$ cat config.mk
export PLATFORM = sky130hd
export DESIGN_NAME = pipe_hazard_sb
export DESIGN_NICKNAME = d
export VERILOG_FILES = /design/src/rtl/pipe_pkg.sv /design/src/rtl/hazard_scoreboard.sv /design/src/rtl/pipe_hazard_sb.sv
export SDC_FILE = /design/constraint.sdc
export NUM_CORES = 1
export LEC_CHECK = 0
export CAP_MARGIN = 30
export CORE_MARGIN = 2
export CORE_UTILIZATION = 31
export CTS_BUF_LIST = sky130_fd_sc_hd__clkbuf_4 sky130_fd_sc_hd__clkbuf_8
export CTS_CLUSTER_SIZE = 8
export DETAILED_ROUTE_END_ITERATION = 10
export HOLD_SLACK_MARGIN = 0.15
export SLEW_MARGIN = 15
export SYNTH_ARGS = -nofsm -noshare
export SYNTH_HDL_FRONTEND = slang
export SYNTH_HIERARCHICAL = 1
export SYNTH_SLANG_ARGS = --single-unit
$ cat constraint.sdc
create_clock -name clock -period 3.3 [get_ports clock]
set_input_delay 0.495 -clock clock [delete_from_list [all_inputs] [get_ports clock]]
set_output_delay 0.495 -clock clock [all_outputs]
set_load 0.01 [all_outputs]
$ cat src/rtl/pipe_pkg.sv
// pipe_pkg: shared forward-select codes and default register-file geometry
package pipe_pkg;
    localparam int DEF_NREG = 32;
    localparam int DEF_RW   = 5;
    localparam logic [1:0] FWD_RF   = 2'b00;
    localparam logic [1:0] FWD_EALU = 2'b01;
    localparam logic [1:0] FWD_MALU = 2'b10;
    localparam logic [1:0] FWD_MMEM = 2'b11;
endpackage

$ cat src/rtl/hazard_scoreboard.sv
// hazard_scoreboard: per-register busy bits and outstanding-op count for the long unit
module hazard_scoreboard
    import pipe_pkg::*;
#(
    parameter int NREG       = DEF_NREG,
    parameter int RW         = DEF_RW,
    parameter int LONG_DEPTH = 2
) (
    input  logic            clock,
    input  logic            resetn,
    input  logic            issue,
    input  logic [RW-1:0]   issue_rn,
    input  logic            done,
    input  logic [RW-1:0]   done_rn,
    output logic [NREG-1:0] busy,
    output logic            full,
    output logic            err
);
    localparam int OW = 3;
    logic [NREG-1:0] busy_q, busy_d;
    logic [OW-1:0]   cnt_q, cnt_d;
    logic            err_q, err_d;
    logic            done_busy;
    // next busy/count/error: completion clears first so a same-register issue wins
    always_comb begin
        busy_d    = busy_q;
        done_busy = 1'b0;
        for (int r = 1; r < NREG; r++) begin
            if (done && done_rn == RW'(r)) begin
                busy_d[r] = 1'b0;
                done_busy = busy_q[r];
            end
            if (issue && issue_rn == RW'(r)) busy_d[r] = 1'b1;
        end
        busy_d[0] = 1'b0;
        cnt_d = cnt_q + OW'(issue) - OW'(done && cnt_q != '0);
        err_d = err_q | (done & (cnt_q == '0)) | (done & (done_rn != '0) & ~done_busy);
    end
    // scoreboard state
    always_ff @(posedge clock or negedge resetn) begin
        if (!resetn) begin
            busy_q <= '0;
            cnt_q  <= '0;
            err_q  <= 1'b0;
        end else begin
            busy_q <= busy_d;
            cnt_q  <= cnt_d;
            err_q  <= err_d;
        end
    end
    assign busy = busy_q;
    assign full = cnt_q == OW'(LONG_DEPTH);
    assign err  = err_q;
endmodule

$ cat src/rtl/pipe_hazard_sb.sv
// pipe_hazard_sb: ID-stage stall/forward control with long-op scoreboard and stall counter
module pipe_hazard_sb
    import pipe_pkg::*;
#(
    parameter int NREG       = DEF_NREG,
    parameter int RW         = DEF_RW,
    parameter int LONG_DEPTH = 2,
    parameter int SCW        = 16
) (
    input  logic            clock,
    input  logic            resetn,
    input  logic [RW-1:0]   id_rs,
    input  logic [RW-1:0]   id_rt,
    input  logic            id_use_rs,
    input  logic            id_use_rt,
    input  logic            id_wreg,
    input  logic [RW-1:0]   id_rn,
    input  logic            id_long,
    input  logic            ewreg,
    input  logic            em2reg,
    input  logic [RW-1:0]   ern,
    input  logic            mwreg,
    input  logic            mm2reg,
    input  logic [RW-1:0]   mrn,
    input  logic            lu_done,
    input  logic [RW-1:0]   lu_rn,
    output logic            wpcir,
    output logic            bubble,
    output logic [1:0]      fwda,
    output logic [1:0]      fwdb,
    output logic [NREG-1:0] sb_busy,
    output logic [SCW-1:0]  stall_cnt,
    output logic            sb_err
);
    logic           rd_a, rd_b, busy_a, busy_b, busy_w;
    logic           load_stall, sb_stall, full, full_stall, issue;
    logic [RW-1:0]  issue_rn;
    logic [SCW-1:0] stall_cnt_q, stall_cnt_d;

    function automatic logic [1:0] fwd_sel(input logic [RW-1:0] src);
        if (src == '0) return FWD_RF;
        if (ewreg && ern == src && !em2reg) return FWD_EALU;
        if (mwreg && mrn == src) return mm2reg ? FWD_MMEM : FWD_MALU;
        return FWD_RF;
    endfunction

    hazard_scoreboard #(.NREG(NREG), .RW(RW), .LONG_DEPTH(LONG_DEPTH)) u_sb (
        .clock    (clock),
        .resetn   (resetn),
        .issue    (issue),
        .issue_rn (issue_rn),
        .done     (lu_done),
        .done_rn  (lu_rn),
        .busy     (sb_busy),
        .full     (full),
        .err      (sb_err)
    );

    // stall sources and forwarding; reset forces advance with register-file operands
    always_comb begin
        rd_a   = id_use_rs && id_rs != '0;
        rd_b   = id_use_rt && id_rt != '0;
        busy_a = 1'b0;
        busy_b = 1'b0;
        busy_w = 1'b0;
        for (int r = 1; r < NREG; r++) begin
            busy_a = busy_a | (sb_busy[r] && id_rs == RW'(r));
            busy_b = busy_b | (sb_busy[r] && id_rt == RW'(r));
            busy_w = busy_w | (sb_busy[r] && id_rn == RW'(r));
        end
        load_stall = ewreg && em2reg && ern != '0 && ((rd_a && ern == id_rs) || (rd_b && ern == id_rt));
        sb_stall   = (rd_a && busy_a) || (rd_b && busy_b) || (id_wreg && id_rn != '0 && busy_w);
        full_stall = id_long && full && !lu_done;
        wpcir      = !resetn || !(load_stall || sb_stall || full_stall);
        bubble     = !wpcir;
        fwda       = resetn ? fwd_sel(id_rs) : FWD_RF;
        fwdb       = resetn ? fwd_sel(id_rt) : FWD_RF;
        issue      = resetn && wpcir && id_long;
        issue_rn   = id_wreg ? id_rn : '0;
        stall_cnt_d = (!wpcir && !(&stall_cnt_q)) ? stall_cnt_q + SCW'(1) : stall_cnt_q;
    end

    // saturating count of stalled cycles
    always_ff @(posedge clock or negedge resetn) begin
        if (!resetn) stall_cnt_q <= '0;
        else         stall_cnt_q <= stall_cnt_d;
    end

    assign stall_cnt = stall_cnt_q;
endmodule

==> reports/qor.log <==
[critical_path] critical path class in -> out
[pwr] net load switching power 800 µW
[timing] Final Setup Violations 0
[global_route] GRT Util Overall 21.5%
[layout] proportion of layout cells with a drive suffix above 1 17.8%
[global_route] number of global-route vias before repair 4619
[route] number of DRC violations after detailed routing 0
[global_route] global-route wire length before repair 24800 µm
[route] Wirelength per Cell 19.5 µm
[critical_path] FF-to-FF End u_sb/cnt_q[2]
[critical_path] crit end category output pin
[min_path] type of the worst min-delay path in -> async
[pwr] total power per unit cell area 360 nW/µm²
[synthesis] async set-reset flop share out of synthesis 100%
[layout] # fillers 1340
[layout] area growth from synthesis to final layout 40.2%
[synthesis] post-synthesis mux area share 7.82%
[timing] max-slew violation count 0
[floorplanning] IO Pins 96
[floorplanning] vertical die dimension 121 µm
[route] post-detailed-route via-to-cell ratio 5.71
[floorplanning] Die ar. 14700 µm²
[critical_path] data required time of the worst path 2.80 ns
[clocking] number of levels in the clock H-tree 2
[pwr] proportion of power drawn by flip-flops and latches 40.8%
[timing] relative slew slack 58.1%
[synthesis] fraction of the mapped netlist area in compound gates 22.7%
[route] via count 4718
[critical_path] Worst Reg2Reg Path Length in Cells 10
[global_route] peak-usage layer in the global routing report met2
[pwr] internal power summed over all cells 1.35 mW
[critical_path] category of the worst setup path launch point primary input
[pwr] Leak 2.44 nW
[route] sum of routed wire length over all layers 16100 µm
[critical_path] flop-to-flop setup slack 0.23 ns
[layout] count of placed standard cells in the final layout, fillers left out 826
[critical_path] crit path DAT 2.67 ns
[synthesis] post-synthesis share of cell area spent on xor and xnor gates 7.18%
[global_route] met2 routing resource usage after global routing 35.0%
[layout] Seq. cell area 1280 µm²
[pwr] worst vdd ir 0.157 mV
[synthesis] main combinational cell family by area after synthesis simple AND/OR/NAND/NOR gates
[synthesis] commonest register cell after synthesis sky130_fd_sc_hd__dfrtp_1
[clocking] clk slew on worst S/H paths 0.09 ns
[layout] Final nets 694
[synthesis] adder and majority gate portion of the synthesized area 1.35%
[placed_design] IO buf count 94
[global_route] global routing met3 resource utilization 4.51%
[critical_path] Critical Path Fanout Max 10
[outcome] status complete, no violations
[global_route] aggregate global routing overflow 0
[clocking] number of clock sinks seen by CTS 51
[synthesis] Yosys Warn Count 6
[clocking] post-cts hold buffer count 0
[clocking] worst-case clock buffer depth 2
[placed_design] hpwl dp 12100 µm
[pwr] Total Power Consumption 2.15 mW
[clocking] insertion delay to the later sink of the worst-skew pair 0.31 ns
[clocking] CTS tree done
[timing] transition time at the pin with the least slew margin 0.627 ns
[timing] maximum achievable frequency 0.316 GHz
[timing] Clock Skews 0.00672 ns
[route] Initial DRT Pass Iterations 5
[synthesis] Netlist cell types 79
[global_route] pin count of the biggest net entering global routing 66
[timing] Tcrit/Tclk final 95.9%
[timing] setup slack after layout 0.134 ns
[floorplanning] Row Count 42
[synthesis] fraction of the yosys area taken by sequential cells 29.9%
[route] ANT nets after route 0
[global_route] GR Util met1 28.6%
[placed_design] weighted congestion reported at the end of routability-driven placement 0.968
[timing] time the final worst path needs with I/O delays and setup 3.17 ns
[synthesis] cell area after synthesis 4270 µm²
[pwr] share of power burned in combinational logic 41.2%
[timing] setup repair after global routing missed its margin false
[synthesis] total nets after synthesis 552
[pwr] share of total power in the clock network 18.0%
[critical_path] Largest stage delay, worst path 0.50 ns
[clocking] Num CTS Buffers 5
[placed_design] DP Worst Slack -0.497 ns
[floorplanning] Starting Density 32.0%
[timing] number of hold violations in the final report 0
[synthesis] average cell area after synthesis 8.42 µm²
[clocking] CTS Root Cell sky130_fd_sc_hd__clkbuf_8
[floorplanning] die boundary width 121 µm
[critical_path] launch instance of the worst register-to-register path u_sb/busy[1]
[synthesis] number of synthesized register bits 51
[route] initial detailed-routing violation count 404
[layout] number of diodes 0
[floorplanning] Core Region 13300 µm²
[critical_path] slowest stage cell, crit path sky130_fd_sc_hd__mux4_2
[synthesis] number of enable-type register cells in the synthesized netlist 0
[synthesis] cell count after synthesis 507
[layout] area of combinational cells with multiple inputs 2840 µm²
[pwr] switching fraction of total power 37.1%
[global_route] number of antenna violations at the first check in global routing 0
[critical_path] CP most frequent cell sky130_fd_sc_hd__dlygate4sd2_1
[job] number of maximum-capacitance constraint violations 0
[critical_path] ordered cell list for the critical path dlygate4sd2_1 > buf_4 > mux4_2 > nand2_1 > nand4_1 > o2111a_1 > nor3_4 > nor2b_2 > inv_1 > dlygate4sd2_1
[placed_design] Placed Instances 812
[synthesis] Post-Synth Simple-Gate Area 25.8%
-- cells in the final DEF (no fill, tap or decap), drive strengths merged, types with 4 or more instances in the layout --
cell type      count
a21oi             18
a22oi              5
a31oi              5
and2               7
buf               74
clkbuf             6
clkdlybuf4s50     79
dfrtp             51
dlygate4sd2        8
dlymetal6s2s       6
inv               10
mux2               8
mux2i             15
mux4               4
nand2             35
nand2b            16
nand3             29
nand3b            10
nand4              9
nor2              22
nor2b             14
nor3              16
nor3b              6
o211ai             4
o21ai             79
o22ai              8
o311ai             5
or2                6
xnor2             11
xor2              24
-- how the worst max path moves through the flow --
stage | from | to | slack, ns
3_3_place_gp | id_rs[1] | u_sb/busy[14] | -0.48
4_1_cts | id_rs[2] | wpcir | 0.001
3_5_place_dp | id_rs[1] | wpcir | -0.50
6_report | id_rn[0] | wpcir | 0.13
2_1_floorplan | id_rt[3] | u_sb/cnt_q[2] | 0.02
5_1_grt | id_rs[1] | wpcir | 0.03
-- worst max-delay path: cells and delay by family --
family | cells | cell delay, ns
multiplexers | 1 | 0.50
AO/OA/AOI/OAI | 1 | 0.21
buffers and inverters | 4 | 0.94
AND/OR/NAND/NOR | 4 | 0.53
-- area by class of cell --
cell class | instances | area share (%)
inverters | 10 | 0.627
flip-flops and latches | 51 | 21.3
clock inverters | 2 | 0.272
well taps | 176 | 3.68
repair buffers | 167 | 25.3
clock buffers | 6 | 1.38
multi-input cells | 414 | 47.4
-- kinds of logic after synthesis --
kind of cell             Yosys count
AND/OR/NAND/NOR                  193
AO/OA/AOI/OAI                    154
flip-flops                        51
buffers and inverters             42
XOR/XNOR                          35
multiplexers                      27
adder cells (fa/ha/maj)            4
other                              1
-- metrics by stage --
step                setup TNS, ns  hold WS, ns  utilization [%]  cell area (µm²)
floorplan                       0        0.199                -             4270
global placement            -9.28        0.475             43.1             5760
detailed placement         -10.32        0.503             43.1             5760
CTS                             0        0.306             44.1             5890
global route                    0        0.331             44.9             5990
finish                          0        0.303             44.9             5990
-- power groups by stage --
stage	registers, mW	logic [mW]	clock network (mW)
after floorplan	0.881	0.384	0
after global placement	0.881	0.843	0
after detailed placement	0.888	0.864	0
after CTS	0.876	0.872	0.401
after global routing	0.894	0.962	0.425
final	0.880	0.887	0.387
-- cell usage after synthesis (all sizes together), types with 3 or more instances --
cell type / n / area [µm²]
a21oi: 18 / 93.8
a22oi: 5 / 42.5
a31oi: 5 / 31.3
and2: 7 / 43.8
and3: 3 / 18.8
and4: 3 / 26.3
buf: 23 / 149
clkbuf: 9 / 33.8
dfrtp: 51 / 1280
ha: 3 / 37.5
inv: 10 / 37.5
mux2: 8 / 93.8
mux2i: 15 / 150
mux4: 4 / 90.1
nand2: 35 / 131
nand2b: 16 / 115
nand3: 29 / 145
nand3b: 10 / 75.1
nand4: 9 / 56.3
nor2: 22 / 82.6
nor2b: 14 / 87.6
nor3: 16 / 96.4
nor3b: 6 / 45.0
nor4: 3 / 18.8
nor4b: 3 / 26.3
o211ai: 4 / 35.0
o21ai: 79 / 399
o22ai: 8 / 56.3
o2bb2ai: 3 / 26.3
o311ai: 5 / 43.8
or2: 6 / 40.0
or4: 3 / 26.3
xnor2: 11 / 96.3
xor2: 24 / 210
-- sequential cells by signal (all words and copies together) (netlist names) --
register,cells
stall_cnt,16
u_sb/busy,31
u_sb/cnt_q,3
u_sb/err,1
-- layer usage --
layer  part of all wire (%)  vias up
met3                    8.5       35
met5                      0        -
met4                    2.3        0
met1                     43     2253
li1                       -     2166
met2                     47      264
-- what timing repair did --
action,in CTS,in global routing
setup endpoints to repair,17,31
pin swaps,2,8
buffers inserted,1,3
resized for setup,18,25
gates cloned,0,2
Note: power is estimated with default switching activity, not from simulation.
